## src/rtl/sum_accumulator_pkg.sv

```systemverilog
// Shared types and default widths for the frame sum accumulator.
package sum_accumulator_pkg;
  typedef enum logic {ACCUM = 1'b0, HOLD = 1'b1} state_t;

  localparam int DEF_WIDTH = 8;
  localparam int DEF_CNT_W = 4;
endpackage

```

## src/rtl/sum_accumulator_adder.sv

```systemverilog
// WIDTH-bit ripple-carry adder stage: per-bit full adders chained through c[].
module acc_adder #(
  parameter int WIDTH = 8
) (
  input  logic [WIDTH-1:0] a,
  input  logic [WIDTH-1:0] b,
  output logic [WIDTH-1:0] sum,
  output logic             cout
);
  logic [WIDTH:0] c;

  assign c[0] = 1'b0;

  for (genvar i = 0; i < WIDTH; i++) begin : g_bit
    assign sum[i]   = a[i] ^ b[i] ^ c[i];
    assign c[i+1]   = (a[i] & b[i]) | (c[i] & (a[i] ^ b[i]));
  end

  assign cout = c[WIDTH];
endmodule

```

## src/rtl/sum_accumulator.sv

```systemverilog
// Frames a stream of operands into one {sum, sticky overflow, beat count} result
// per frame; in_ready/out_valid are registered decodes of the two-state FSM.
module sum_accumulator
  import sum_accumulator_pkg::*;
#(
  parameter int WIDTH = DEF_WIDTH,
  parameter int CNT_W = DEF_CNT_W
) (
  input  logic             clk,
  input  logic             rst,
  input  logic             in_valid,
  output logic             in_ready,
  input  logic [WIDTH-1:0] in_data,
  input  logic             in_last,
  output logic             out_valid,
  input  logic             out_ready,
  output logic [WIDTH-1:0] out_sum,
  output logic             out_ovf,
  output logic [CNT_W-1:0] out_cnt
);
  state_t           state;
  logic [WIDTH-1:0] acc;
  logic             ovf;
  logic [CNT_W-1:0] cnt;

  logic [WIDTH-1:0] s;
  logic             c;
  logic             ovf_n;
  logic [CNT_W-1:0] cnt_n;
  logic             xfer;
  logic             close;

  acc_adder #(.WIDTH(WIDTH)) u_add (
    .a    (acc),
    .b    (in_data),
    .sum  (s),
    .cout (c)
  );

  assign xfer  = in_valid && in_ready;
  assign ovf_n = ovf | c;
  assign cnt_n = cnt + 1'b1;
  // A full counter forces the frame shut regardless of in_last.
  assign close = in_last || (cnt_n == {CNT_W{1'b1}});

  always_ff @(posedge clk) begin
    if (rst) begin
      state     <= ACCUM;
      acc       <= '0;
      ovf       <= 1'b0;
      cnt       <= '0;
      out_sum   <= '0;
      out_ovf   <= 1'b0;
      out_cnt   <= '0;
      out_valid <= 1'b0;
      in_ready  <= 1'b1;
    end else begin
      case (state)
        ACCUM: begin
          if (xfer) begin
            if (close) begin
              out_sum   <= s;
              out_ovf   <= ovf_n;
              out_cnt   <= cnt_n;
              acc       <= '0;
              ovf       <= 1'b0;
              cnt       <= '0;
              state     <= HOLD;
              in_ready  <= 1'b0;
              out_valid <= 1'b1;
            end else begin
              acc <= s;
              ovf <= ovf_n;
              cnt <= cnt_n;
            end
          end
        end
        HOLD: begin
          if (out_ready) begin
            state     <= ACCUM;
            in_ready  <= 1'b1;
            out_valid <= 1'b0;
          end
        end
        default: begin
          state     <= ACCUM;
          in_ready  <= 1'b1;
          out_valid <= 1'b0;
        end
      endcase
    end
  end
endmodule

```

## config.mk

```make
export PLATFORM = sky130hd
export DESIGN_NAME = sum_accumulator
export DESIGN_NICKNAME = d
export VERILOG_FILES = /design/src/rtl/sum_accumulator_pkg.sv /design/src/rtl/sum_accumulator_adder.sv /design/src/rtl/sum_accumulator.sv
export SDC_FILE = /design/constraint.sdc
export NUM_CORES = 1
export LEC_CHECK = 0
export CORE_MARGIN = 3
export CORE_UTILIZATION = 36
export CTS_CLUSTER_SIZE = 20
export DETAILED_ROUTE_END_ITERATION = 10
export HOLD_SLACK_MARGIN = 0.12
export MAX_ROUTING_LAYER = met4
export PLACE_DENSITY = 0.57
export SYNTH_ARGS = -nofsm -noshare
export SYNTH_HDL_FRONTEND = slang
export SYNTH_SLANG_ARGS = --single-unit
```

## constraint.sdc

```tcl
create_clock -name clk -period 12.3 [get_ports clk]
set_clock_uncertainty 0.2 [all_clocks]
set_input_delay 2.46 -clock clk [delete_from_list [all_inputs] [get_ports clk]]
set_output_delay 2.46 -clock clk [all_outputs]
set_load 0.005 [all_outputs]
```

# Yosys cells after proc, flatten, opt, wreduce, memory -nomap -nowiden
# Index checks and enable logic that the tools add are counted.
[op_classes]
addsub = 1
eq_ne = 4
n_mux = 15
bitwise_logic = 39
n_reduce_logical = 5
[ops]
columns = ["operator", "n"]
rows = [
  ["1-bit bitwise AND", 15],
  ["1-bit XOR", 15],
  ["1-bit 2-to-1 mux", 10],
  ["8-bit 2-to-1 mux", 1],
  ["1-bit OR", 8],
  ["2-bit != test, second input constant", 3],
  ["1-bit case mux with 2 select lines", 3],
  ["3-bit AND reduction", 2],
  ["4-bit by 1-bit adder with 4-bit output, second input constant", 1],
  ["4-bit == test, second input constant", 1],
  ["4-bit 2-to-1 mux", 1],
  ["2-bit AND reduction", 1],
  ["1-bit logical AND", 1],
  ["1-bit logical OR", 1],
  ["1-bit inverter", 1],
]
[totals]
regBits = 29
in_bits = 13

# Depth between registers and ports, before layout
[depth]
ltp_word = 17
depth_mapped = 16
mapped_depth_nobuf = 16

# Modules after synthesis
# A second synthesis with hierarchy kept.
[unflattened]
cells_unflattened = 160
area_unflattened_um2 = 1485.2
[modules_own_cells]
columns = ["mod", "instances", "cells_per_inst", "area_each_um2", "seq_area_each_um2"]
rows = [
  ["sum_accumulator", 1, 142, 1295.0, 580.6],
  ["acc_adder", 1, 18, 190.2, 0.0],
]

# Least setup slack after synthesis
# Ideal clock, no wire load.
[synth_timing]
path_kind = "input -> register"
start = "in in_data[0]"
end = "reg acc[7]"
setup_ns = 0.070
arrival_time_ns = 5.325
t_required_ns = 12.030
path_slack_ns = 6.704
stages = 15
path_buffers = 0
path_cell_list = "ha_1 > fa_1 > inv_1 > fa_1 > inv_1 > fa_1 > inv_1 > fa_1 > inv_1 > fa_1 > inv_1 > fa_1 > fa_1 > or3_1 > a21oi_1"
[synth_between]
elab_chain_cells = 15
[synth_rtl]
columns = ["item", "line_no", "rtl"]
rows = [
  ["start: declaration", "sum_accumulator.sv:13", "input logic [WIDTH-1:0] in_data,"],
  ["1-bit bitwise AND (2 in series)", "sum_accumulator_adder.sv:16", "assign c[i+1] = (a[i] & b[i]) | (c[i] & (a[i] ^ b[i]));"],
  ["1-bit OR", "sum_accumulator_adder.sv:16", ""],
  ["1-bit bitwise AND", "sum_accumulator_adder.sv:16", ""],
  ["1-bit OR", "sum_accumulator_adder.sv:16", ""],
  ["1-bit bitwise AND", "sum_accumulator_adder.sv:16", ""],
  ["1-bit OR", "sum_accumulator_adder.sv:16", ""],
  ["1-bit bitwise AND", "sum_accumulator_adder.sv:16", ""],
  ["1-bit OR", "sum_accumulator_adder.sv:16", ""],
  ["1-bit bitwise AND", "sum_accumulator_adder.sv:16", ""],
  ["1-bit OR", "sum_accumulator_adder.sv:16", ""],
  ["1-bit bitwise AND", "sum_accumulator_adder.sv:16", ""],
  ["1-bit OR", "sum_accumulator_adder.sv:16", ""],
  ["1-bit XOR", "sum_accumulator_adder.sv:15", "assign sum[i] = a[i] ^ b[i] ^ c[i];"],
  ["8-bit 2-to-1 mux", "sum_accumulator.sv:61", "if (close) begin"],
  ["end signal: assignment", "sum_accumulator.sv:72", "acc <= s;"],
  ["end: declaration", "sum_accumulator.sv:22", "logic [WIDTH-1:0] acc;"],
]
# Every way passes these cells.
# A chain may end at the register's enable or synchronous reset.

# Worst setup path after layout
# Ends and elaborated chain as after synthesis.

==> results.ini <==
[finish]
final_cell_mix = dfxtp_1 (29), clkdlybuf4s50_1 (27), a21oi_1 (25)
final_area_sq_um = 1750
antenna_cells = 0
layout.cells.non_filler = 229
drive_gt1_share_pct = 7.10
final_nets = 205
layout_commonest_cell = dfxtp_1
area_growth_syn_to_layout_pct = 25.6

[min_path]
hold_class = flip-flop to flip-flop
hold_path_depth = 2
min_from = acc[4]
min_to = acc[4]

[global_routing]
antenna_found_initial = 0
grtUsageTotal_pct = 15.6
overflow = 0
grt_pass1_wl_um = 5220
grt_max_degree = 30
grt_pass1_vias = 1166

[sta]
finalSetupViolCount = 0
maxSlewHeadroom_pct = 29.8
tns_ns = 0
slew_violations = 0
tightest_slew_ns = 1.05
fin_crit_sh_pct = 48.0
min_period_ns = 5.91
hold_viol = 0
fmax_ghz = 0.169
grt_setup_unrepaired = false

[logic_synthesis]
ys_ff_latch = 29
synth_area_sq_um = 1400
seq_area_frac_synth_pct = 41.6
syn_inst = 158
synth.avg_cell_area_sq_um = 8.83
synthDistinctLibCells = 33
synth_nets = 181
yosys_warnings = 0

[clock_tree]
htreeDepth = 2
cts_hold_buf = 0
clock_latency_ns = 0.28
cts_root_buffer = clkbuf_8
numCtsBuffers = 5
cts_tree = yes
postCtsSetupRepairBufs = 0
clkTransAtPathRegs_ns = 0.06
clock_path_buffers = 2
cts_resized = 0
cts_sinks = 29

[critical_path]
reg2reg_from = acc[0]
slowest_stage = clkdlybuf4s50_1
r2r-end = acc[7]
startpoint = in_data[0]
slowest_delay_ns = 0.46
r2r_cells = 15
cp_max_fo = 2
crit_path_end_kind = flip-flop
required_ns = 12.29
cp_cell_sequence = clkdlybuf4s50_1, ha_1, fa_1, inv_1, fa_1, inv_1, fa_1, inv_1, fa_1, inv_1, fa_1, inv_1, fa_1, fa_1, or3_1, a21oi_1
cp_common_cell = fa_1
regToRegSetupSlack_ns = 8.69
crit_type = input port to flip-flop
startpoint_type = input port
crit_arrival_ns = 5.90

[status]
run_status = finished clean

[floorplan]
ios = 28
die_w_um = 68.3
die_y_um = 68.3
initial_utilization_pct = 39.6
row_count = 21
core_area_sq_um = 3520
die_area_sq_um = 4660

[detailed_routing]
drc = 0
vias = 1174
ant_nets = 0
wire_per_inst_um = 13.1
viasPerCell = 5.13
postRouteWirelength_um = 3000
firstDrtPassIters = 4
drtIter0Drc = 46

[power_and_ir_drop]
ir_worst_vdd_uv = 75.9
p_per_area_nw_per_um2 = 123
power_mw = 0.216
leakagePower_nw = 0.613

[placement]
place_congestion = 0.728
dp_hpwl_um = 2010
portBuffers = 27
dpl.cell_count = 221
placed_area_sq_um = 1670

[run]
drv_cap = 0

==> report_power, final <==
part           switching (mW)  leakage (nW)  internal (mW)
combinational          0.0182         0.332         0.0176
clock                  0.0377        0.0439         0.0389
sequential            0.00351         0.237         0.0997
total                  0.0594         0.613          0.156
==> sequential cells by signal, summed over array words and instances (netlist names) <==
signal	cells
cnt	4
out_cnt	4
state	1
out_valid	1
in_ready	1
acc	8
ovf	1
out_sum	8
out_ovf	1
==> critical path: cells and delay by family <==
kind	cells	cell delay, ns
simple gates	1	0.38
compound gates	1	0.14
buf+inv	6	0.76
fa+ha+maj	8	2.16
==> final cells by class <==
class	count	area, sq um
Sequential cell	29	581
Clock buffer	5	68.8
Clock inverter	3	17.5
Multi-Input combinational cell	104	701
Tap cell	46	57.6
Timing Repair Buffer	27	270
Fill cell	351	1770
Inverter	15	56.3
==> worst max-delay path by stage <==
stage,end,cells past startpoint
2_1_floorplan,acc[7],15
4_1_cts,acc[7],16
5_1_grt,acc[7],16
3_3_place_gp,acc[7],16
6_report,acc[7],16
3_5_place_dp,acc[7],16
==> cells in the mapped netlist, drive strengths merged <==
master | n | area [sq um]
and2b | 1 | 7.51
nand3b | 1 | 7.51
clkbuf | 6 | 22.5
ha | 3 | 37.5
nand2b | 1 | 6.26
a21oi | 26 | 134
and3b | 1 | 8.76
inv | 15 | 56.3
fa | 7 | 140
nor3 | 1 | 5.00
a311oi | 1 | 8.76
or3 | 5 | 31.3
nand2 | 18 | 67.6
buf | 4 | 35.0
o21a | 1 | 7.51
or4 | 1 | 7.51
nand3 | 12 | 60.1
dfxtp | 29 | 581
a211oi | 8 | 60.1
a221o | 1 | 10.0
xnor2 | 1 | 8.76
nor2b | 1 | 6.26
o21ai | 5 | 28.8
and3 | 1 | 11.3
a31oi | 3 | 25.0
nor2 | 5 | 21.3
==> layer usage <==
metal	GRT usage [%]	part of all wire, %	up-vias
met4	6.70	1.9	0
met1	17.7	43	555
met2	26.1	51	28
met5	-	0	-
li1	-	-	584
met3	3.94	4.1	7
==> stage by stage <==
step           util, %  setup slack (ns)  hold slack (ns)
2_1_floorplan        -              6.70            0.232
3_3_place_gp      47.3              6.16            0.239
3_5_place_dp      47.3              6.10            0.248
4_1_cts           49.8              6.38            0.257
5_1_grt           49.8              6.18            0.284
6_report          49.8              6.39            0.254
==> logic make-up after synthesis <==
family / Yosys count / share of synthesized area (%)
compound gates: 45 / 19.6
xor+xnor: 1 / 0.628
fa+ha+maj: 10 / 12.7
buf+inv: 25 / 8.16
flops: 29 / 41.6
simple gates: 48 / 17.2
Note: power is estimated with default switching activity, not from simulation.
